**config.mk**
```make
export PLATFORM = sky130hd
export DESIGN_NAME = uart_rx_fifo_flat
export DESIGN_NICKNAME = d
export VERILOG_FILES = /design/src/rtl/uart_rx_fifo_if.sv /design/src/rtl/uart_rx_fifo.sv /design/src/flat_wrapper.sv
export SDC_FILE = /design/constraint.sdc
export NUM_CORES = 1
export LEC_CHECK = 0
export BUFFER_PORTS_ARGS = -buffer_cell sky130_fd_sc_hd__buf_2
export CORE_MARGIN = 10
export CORE_UTILIZATION = 54
export DETAILED_ROUTE_END_ITERATION = 10
export PLACE_DENSITY = 0.75
export REMOVE_ABC_BUFFERS = 1
export SYNTH_ARGS = -nofsm -noshare
export SYNTH_HDL_FRONTEND = slang
export SYNTH_SLANG_ARGS = --single-unit
```
**constraint.sdc**
```tcl
create_clock -name clk -period 2.55 [get_ports clk]
set_clock_uncertainty 0.2 [all_clocks]
set_input_delay 0.51 -clock clk [delete_from_list [all_inputs] [get_ports clk]]
set_output_delay 0.51 -clock clk [all_outputs]
set_load 0.02 [all_outputs]
```
**src/rtl/uart_rx_fifo_if.sv**
```systemverilog
// Host-side read port of the UART receiver: show-ahead byte, valid/ready pop and FIFO occupancy.
interface uart_rx_fifo_if #(
  parameter int DEPTH = 4
) ();
  logic [7:0]             rx_data;
  logic                   rx_valid;
  logic                   rx_ready;
  logic [$clog2(DEPTH):0] fill;

  modport master (output rx_data, rx_valid, fill, input rx_ready);
  modport slave  (input rx_data, rx_valid, fill, output rx_ready);
endinterface

```
**src/rtl/uart_rx_fifo.sv**
```systemverilog
// 8N1 UART receiver with 16x oversampling and 3-sample majority vote.
// Good bytes go into a show-ahead FIFO. Framing errors and overruns are reported as one-cycle pulses.
module uart_rx_fifo #(
  parameter int clk_value = 100_000_000,
  parameter int baud      = 9600,
  parameter int DEPTH     = 4
) (
  input  logic           clk,
  input  logic           rst,
  input  logic           rx_i,
  uart_rx_fifo_if.master host,
  output logic           frame_err_o,
  output logic           overrun_o
);
  localparam int os_div = clk_value / (baud * 16);
  localparam int OsW    = (os_div > 1) ? $clog2(os_div) : 1;
  localparam int PtrW   = $clog2(DEPTH);

  typedef enum logic [1:0] {IDLE, START, DATA, STOP} state_e;

  state_e         state_q, state_d;
  logic           sync1_q, rxs_q;
  logic [OsW-1:0] osCnt_q, osCnt_d;
  logic [3:0]     sCnt_q, sCnt_d;
  logic [2:0]     bitIdx_q, bitIdx_d;
  logic [1:0]     smp_q, smp_d;
  logic [7:0]     shift_q, shift_d;
  logic           armed_q, armed_d;
  logic           frameErr_q, frameErr_d;
  logic           overrun_q, overrun_d;
  logic           tick, vote, push, pop, accept, notEmpty;

  logic [7:0]      mem_q [DEPTH];
  logic [PtrW-1:0] wrPtr_q, rdPtr_q;
  logic [PtrW:0]   fill_q, fill_d;

  assign tick = (state_q != IDLE) && (osCnt_q == OsW'(os_div - 1));
  assign vote = (smp_q[0] & smp_q[1]) | (smp_q[0] & rxs_q) | (smp_q[1] & rxs_q);

  // After a framing error the line must be seen high once before a new start is armed.
  always_comb begin
    state_d    = state_q;
    osCnt_d    = osCnt_q;
    sCnt_d     = sCnt_q;
    bitIdx_d   = bitIdx_q;
    smp_d      = smp_q;
    shift_d    = shift_q;
    armed_d    = armed_q;
    push       = 1'b0;
    frameErr_d = 1'b0;

    if (state_q == IDLE) begin
      osCnt_d  = '0;
      sCnt_d   = '0;
      bitIdx_d = '0;
    end else begin
      osCnt_d = tick ? '0 : osCnt_q + 1'b1;
      if (tick) sCnt_d = sCnt_q + 1'b1;
      if (tick && sCnt_q == 4'd7) smp_d[0] = rxs_q;
      if (tick && sCnt_q == 4'd8) smp_d[1] = rxs_q;
    end

    unique case (state_q)
      IDLE: begin
        armed_d = armed_q | rxs_q;
        if (armed_q && !rxs_q) state_d = START;
      end
      START: begin
        if (tick && sCnt_q == 4'd9 && vote) state_d = IDLE;
        else if (tick && sCnt_q == 4'd15) state_d = DATA;
      end
      DATA: begin
        if (tick && sCnt_q == 4'd9) shift_d = {vote, shift_q[7:1]};
        if (tick && sCnt_q == 4'd15) begin
          if (bitIdx_q == 3'd7) state_d = STOP;
          else bitIdx_d = bitIdx_q + 1'b1;
        end
      end
      STOP: begin
        if (tick && sCnt_q == 4'd9) begin
          if (vote) begin
            push = 1'b1;
          end else begin
            frameErr_d = 1'b1;
            armed_d    = 1'b0;
          end
          state_d = IDLE;
        end
      end
      default: state_d = IDLE;
    endcase
  end

  // A full FIFO still takes a byte when the host pops in the same cycle.
  always_comb begin
    notEmpty  = (fill_q != '0);
    pop       = notEmpty && host.rx_ready;
    accept    = push && ((fill_q < (PtrW+1)'(DEPTH)) || pop);
    overrun_d = push && !accept;
    unique case ({accept, pop})
      2'b10:   fill_d = fill_q + 1'b1;
      2'b01:   fill_d = fill_q - 1'b1;
      default: fill_d = fill_q;
    endcase
  end

  always_ff @(posedge clk) begin
    if (rst) begin
      sync1_q    <= 1'b1;
      rxs_q      <= 1'b1;
      state_q    <= IDLE;
      osCnt_q    <= '0;
      sCnt_q     <= '0;
      bitIdx_q   <= '0;
      smp_q      <= '0;
      shift_q    <= '0;
      armed_q    <= 1'b1;
      frameErr_q <= 1'b0;
      overrun_q  <= 1'b0;
      wrPtr_q    <= '0;
      rdPtr_q    <= '0;
      fill_q     <= '0;
    end else begin
      sync1_q    <= rx_i;
      rxs_q      <= sync1_q;
      state_q    <= state_d;
      osCnt_q    <= osCnt_d;
      sCnt_q     <= sCnt_d;
      bitIdx_q   <= bitIdx_d;
      smp_q      <= smp_d;
      shift_q    <= shift_d;
      armed_q    <= armed_d;
      frameErr_q <= frameErr_d;
      overrun_q  <= overrun_d;
      fill_q     <= fill_d;
      if (accept) wrPtr_q <= wrPtr_q + 1'b1;
      if (pop)    rdPtr_q <= rdPtr_q + 1'b1;
    end
  end

  always_ff @(posedge clk) begin
    if (accept) mem_q[wrPtr_q] <= shift_q;
  end

  assign host.rx_valid = notEmpty;
  assign host.rx_data  = notEmpty ? mem_q[rdPtr_q] : 8'h00;
  assign host.fill     = fill_q;
  assign frame_err_o   = frameErr_q;
  assign overrun_o     = overrun_q;
endmodule
```
**src/flat_wrapper.sv**
```systemverilog
// flat-port wrapper written by rule: the top's interface ports become plain ports
module uart_rx_fifo_flat 
#(
  parameter int clk_value = 100_000_000,
  parameter int baud      = 9600,
  parameter int DEPTH     = 4
)
  (clk, rst, rx_i, frame_err_o, overrun_o, host_rx_data, host_rx_valid, host_fill, host_rx_ready);
  uart_rx_fifo_if #(.DEPTH(DEPTH)) host_i ();
  input  logic clk;
  input  logic rst;
  input  logic rx_i;
  output logic frame_err_o;
  output logic overrun_o;
  output wire logic [$bits(host_i.rx_data)-1:0] host_rx_data;
  output wire logic [$bits(host_i.rx_valid)-1:0] host_rx_valid;
  output wire logic [$bits(host_i.fill)-1:0] host_fill;
  input wire logic [$bits(host_i.rx_ready)-1:0] host_rx_ready;
  assign host_rx_data = host_i.rx_data;
  assign host_rx_valid = host_i.rx_valid;
  assign host_fill = host_i.fill;
  assign host_i.rx_ready = host_rx_ready;
  uart_rx_fifo #(.clk_value(clk_value), .baud(baud), .DEPTH(DEPTH)) u_core (.clk(clk), .rst(rst), .rx_i(rx_i), .host(host_i), .frame_err_o(frame_err_o), .overrun_o(overrun_o));
endmodule
```
Word level (Yosys, flattened, before mapping)
Memories as Yosys holds them, arrays and structs flattened. A register that Yosys moved wholly into a read port is not among the register bits.
Index checks and enable logic that the tools add are counted.
W data, S select, Z words.
{ "classes": {"n_reduce_logical": 26, "n_addsub": 7, "eq_ne": 17, "n_bitwise": 9, "n_mux": 24, "magnitude_cmp": 1} }
{ "op_table": {"columns": ["op", "count"], "rows": [
  ["$mux W2", 8],
  ["$eq A4 B4 Y1 const B", 3],
  ["$mux W3", 4],
  ["$add A10 B1 Y10 const B", 1],
  ["$eq A10 B10 Y1 const B", 1],
  ["$logic_and A1 B1 Y1", 10],
  ["$mux W1", 8],
  ["$mux W8", 1],
  ["$pmux W2 S4", 1],
  ["$add A3 B1 Y3 const B", 2],
  ["$eq A2 B2 Y1 const B", 3],
  ["$ne A2 B1 Y1 const B", 3],
  ["$pmux W3 S2", 1],
  ["$reduce_and A2 Y1", 3],
  ["$reduce_bool A2 Y1", 3],
  ["$reduce_or A3 Y1", 2],
  ["$reduce_and A5 Y1", 1],
  ["$add A2 B1 Y2 const B", 2],
  ["$add A4 B1 Y4 const B", 1],
  ["$eq A2 B1 Y1 const B", 2],
  ["$eq A4 B3 Y1 const B", 1],
  ["$ne A2 B2 Y1 const B", 2],
  ["$and A1 B1 Y1", 3],
  ["$eq A3 B3 Y1 const B", 1],
  ["other kinds (12)", 17]
]} }
{ "totals": {"regBits": 41, "in_bits": 4, "output_inout_bits": 14, "mem_count": 1, "ram_bits": 32} }
{ "memory_table": {"columns": ["memory", "words", "word_bits", "read_ports", "rd_clocked_by_memory_dff", "wr", "line", "text"], "rows": [
  ["u_core.mem_q", 4, 8, 1, 1, 1, "uart_rx_fifo.sv:33", "logic [7:0] mem_q [DEPTH];"]
]} }

Depth between registers and ports, before layout
{ "depth": {"depth_word": 9, "depth_mapped": 12, "depth_no_buf": 12} }

Worst setup path after synthesis
Ideal clock, no wire load.
{ "synth_path": {"kind": "register to register", "from": "reg u_core.fill_q[2], in the netlist u_core.host.fill[2]", "to": "reg u_core.fill_q[2], in the netlist u_core.host.fill[2]", "slack_ns": -0.061, "setup_ns": 0.071, "arrival_ns": 2.341, "stages_incl_launch_ff": 10, "path_cell_list": "dfxtp_1 -> or3_1 -> clkbuf_1 -> and2_1 -> ha_1 -> inv_1 -> fa_1 -> xor2_1 -> or3_1 -> a21oi_1"} }
{ "synth_between": {"elab_chain_cells": 6, "word_cells_on_any_way": 11, "cone_classes": "add/sub: 2; order compare: 1; eq/ne: 2; mux: 1; reduce/logical: 5"} }
{ "synth_rtl": {"columns": ["element", "line", "text"], "rows": [
  ["start, declared", "uart_rx_fifo.sv:35", "logic [PtrW:0] fill_q, fill_d;"],
  ["start signal, assigned", "uart_rx_fifo.sv:135", "fill_q <= fill_d;"],
  ["$reduce_bool A3 Y1 *", "uart_rx_fifo.sv:96", "notEmpty = (fill_q != '0);"],
  ["named net host_rx_valid", "flat_wrapper.sv:16", "output wire logic [$bits(host_i.rx_valid)-1:0] host_rx_valid;"],
  ["$logic_and A1 B1 Y1 *", "uart_rx_fifo.sv:97", "pop = notEmpty && host.rx_ready;"],
  ["named net u_core.pop", "uart_rx_fifo.sv:31", "logic tick, vote, push, pop, accept, notEmpty;"],
  ["$logic_or A1 B1 Y1", "uart_rx_fifo.sv:98", "accept = push && ((fill_q < (PtrW+1)'(DEPTH)) || pop);"],
  ["$logic_and A1 B1 Y1", "uart_rx_fifo.sv:98", null],
  ["$eq A2 B1 Y1 or $eq A2 B2 Y1 (tied branches)", "uart_rx_fifo.sv:100", "unique case ({accept, pop})"],
  ["$pmux W3 S2 or $reduce_bool A2 Y1 (tied branches)", null, null]
]} }
The timed path passes the listed nets; every way through them passes the cells marked *.
A chain may end at the register's enable or synchronous reset.

==> key figures <==
Outcome
  • Status: finished, final reports clean

Worst setup path
  • Worst setup EP type: register
  • Most frequent cell on the critical path: inv_2
  • R2R cell count: 12
  • CP Data Required Time: 2.63 ns
  • Cells along the critical path: inv_2, ha_4, and4bb_2, nand4_1, nor2_2, inv_2, ha_4, inv_2, fa_2, xor2_2, or3_1, a21oi_1
  • Critical path's slowest cell: fa_2
  • Critical R2R Capture: u_core.host.fill[2]$_SDFFE_PP0P_
  • Setup Crit Path Kind: reg -> reg
  • Worst Path Arrival: 2.52 ns
  • R2r setup slk: 0.11 ns
  • CP Launch Type: register
  • Setup crit end: u_core.host.fill[2]$_SDFFE_PP0P_
  • Max FO, Critical Path: 4
  • Critical path's largest stage delay: 0.36 ns

Logic synthesis
  • #FFs+latches synth: 75
  • Post-synthesis cell type count: 44
  • Gate Count Post-Synth: 263
  • Seq/Total Area, Yosys: 0.563
  • Top_reg_cell synth: dfxtp_1
  • Fraction of registers with async set or reset after synthesis: 0
  • Post-Syn Area: 3240 sq um
  • Warnings from Yosys: 0
  • Mean Syn Cell Area: 12.3 sq um
  • Count of flip-flops with a built-in enable after synthesis: 32

Clock tree
  • CTS Buffer Depth: 2
  • Max H-tree Level: 3
  • CTS tree: built
  • Worst-path clk slew: 0.08 ns
  • Later-pin clock latency in the skew report: 0.34 ns
  • CTS root buf: clkbuf_8
  • CTS sink count: 75
  • Cts hold-fix bufs: 0
  • TritonCTS Buffers: 9

Timing
  • Worst slew pin tran: 0.443 ns
  • Fmax: 0.410 GHz
  • Setup violators final: 0
  • RSZ-0062 raised after global routing: false
  • Slew Viols, Final: 0
  • Slew HR: 0.705
  • Fin crit share: 0.956
  • Final min period: 2.44 ns
  • Final-report hold violation count: 0

GRT
  • GRT overflow: 0
  • Initial antenna violation count: 0
  • Largest net degree at the start of global routing: 19
  • First-pass GRT wire length: 9570 um
  • Vias in the first global route: 2003
  • Gr usage total: 0.123

Floorplan
  • I/O Pins: 18
  • Die ar.: 9490 sq um
  • Core ar.: 5890 sq um
  • Chip Height: 97.4 um
  • Die width: 97.4 um
  • Cell Rows: 28
  • Initial Utilization: 0.550

Detailed routing
  • DR iter-0 viols: 42
  • DR vias: 1981
  • Detail-routed via count per cell: 5.28
  • DRT antenna net count: 0
  • Pre-antenna DRT Iters: 4
  • Post-route DRC: 0
  • WL/cell: 14.9 um
  • DRT Wirelength: 5600 um

Hold path
  • Hold/Removal Path Class: in -> reg

Finish
  • Finished Core Util: 0.633
  • Fill cells: 452
  • Fraction of layout cells with a size suffix above 1: 0.257
  • P&R area growth vs syn: 15.0%
  • Layout net count: 316
  • # diodes: 0
  • Final cell count without fillers: 375

Placed design
  • Dpl cells: 356
  • GP Congestion: 0.793
  • IO Port Bufs: 17
  • Post-DP HPWL: 3880 um

Power
  • PwrDens: 629 nW/um^2
  • Peak supply drop: 366 uV
  • Static Leak: 1.43 nW
  • Total power: 2.34 mW

Flow run
  • Maxcap violations: 0
[registers in the layout, summed over array words and instances, names as in the netlist, named ones only]
register	count
u_core.armed_q	1
u_core.bitIdx_q	3
u_core.frame_err_o	1
u_core.host.fill	3
u_core.mem_q	32
u_core.osCnt_q	10
u_core.overrun_o	1
u_core.rdPtr_q	2
u_core.rxs_q	1
u_core.sCnt_q	4
u_core.shift_q	8
u_core.smp_q	2
u_core.state_q	1
u_core.sync1_q	1
u_core.wrPtr_q	2
[critical path: cells and delay by family, from the launching register on]
family	cells	cell delay, ns
AO/OA/AOI/OAI	1	0.12
XOR/XNOR	1	0.15
adder cells (fa/ha/maj)	3	0.65
buffers and inverters	3	0.19
flip-flops	1	0.33
AND/OR/NAND/NOR	4	0.73
[metal layers]
layer / global-route usage / vias up / wire length, um / part of all wire
met1: 0.131 / 952 / 2380 / 0.43
met2: 0.216 / 28 / 2910 / 0.52
met4: 0.0582 / 0 / 123 / 0.022
li1: - / 988 / - / -
met3: 0.0363 / 13 / 184 / 0.033
met5: 0 / - / 0 / 0
[what timing repair did]
| item | 4_1_cts | 5_1_grt |
|---|---|---|
| setup buffers | 0 | 3 |
| hold endpoints to repair | 0 | 0 |
| gates resized for setup | 0 | 15 |
| gates cloned | 0 | 0 |
| setup endpoints to repair | 1 | 2 |
| pin swaps | 1 | 6 |
[logic make-up after synthesis]
family          Yosys count  synth area share
fa+ha+maj                18            0.0715
buf+inv                  22            0.0298
xor+xnor                 16            0.0433
mux                      21            0.0962
compound gates           13            0.0247
flops                    75             0.563
simple gates             98             0.172
[cell usage after synthesis, drive strengths merged (7+ instances only)]
cell    instances  area, sq um
xnor2           8         70.1
nor2           34          130
mux2i          12          120
edfxtp         32          961
dfxtp          43          861
a21oi           7         38.8
xor2            8         70.1
clkbuf          7         26.3
mux4            8          180
ha             16          200
and2           14         87.6
inv            12         45.0
[worst min path at each step]
stage,start,to,slack [ns],depth (start not counted)
2_1_floorplan,u_core.sync1_q$_SDFF_PP1_,u_core.rxs_q$_SDFF_PP1_,0.19,1
3_3_place_gp,u_core.sync1_q$_SDFF_PP1_,u_core.rxs_q$_SDFF_PP1_,0.19,1
3_5_place_dp,u_core.sync1_q$_SDFF_PP1_,u_core.rxs_q$_SDFF_PP1_,0.20,1
4_1_cts,rx_i,u_core.sync1_q$_SDFF_PP1_,0.14,2
5_1_grt,rx_i,u_core.sync1_q$_SDFF_PP1_,0.14,2
6_report,rx_i,u_core.sync1_q$_SDFF_PP1_,0.15,2
[power by group]
group | total (mW) | leakage [nW] | switching [mW] | internal, mW
combinational | 0.144 | 0.679 | 0.0796 | 0.0647
clock | 0.939 | 0.105 | 0.426 | 0.513
sequential | 1.26 | 0.645 | 0.00657 | 1.25
total | 2.34 | 1.43 | 0.512 | 1.83
[metrics by stage]
step | TNS, ns | instance area [sq um] | setup WS, ns | hold WS [ns]
after floorplan | -0.205 | 3190 | -0.131 | 0.189
after global placement | 0 | 3450 | 0.0798 | 0.193
after detailed placement | -0.0149 | 3450 | -0.0149 | 0.200
after CTS | 0 | 3660 | 0.00817 | 0.138
after global routing | 0 | 3720 | 0.00166 | 0.141
final | 0 | 3720 | 0.111 | 0.147
[placed cells by master, fill, tap and decap left out, types with 9 or more instances in the layout]
master,synthesis,layout
and2_1,14,14
buf_2,2,17
buf_4,0,14
clkbuf_8,0,9
dfxtp_1,43,39
edfxtp_1,32,32
ha_1,16,14
mux2i_1,12,12
nor2_1,33,33
[area by class of cell]
type,count,area [sq um],share of cell area
Sequential cell,75,1830,0.491
Clock buffer,11,153,0.0410
Tap cell,75,93.8,0.0252
Multi-Input combinational cell,166,1360,0.364
Inverter,12,45.0,0.0121
Timing Repair Buffer,31,190,0.0511
Clock inverter,5,60.1,0.0161
Power figures use the tool's default switching activity.
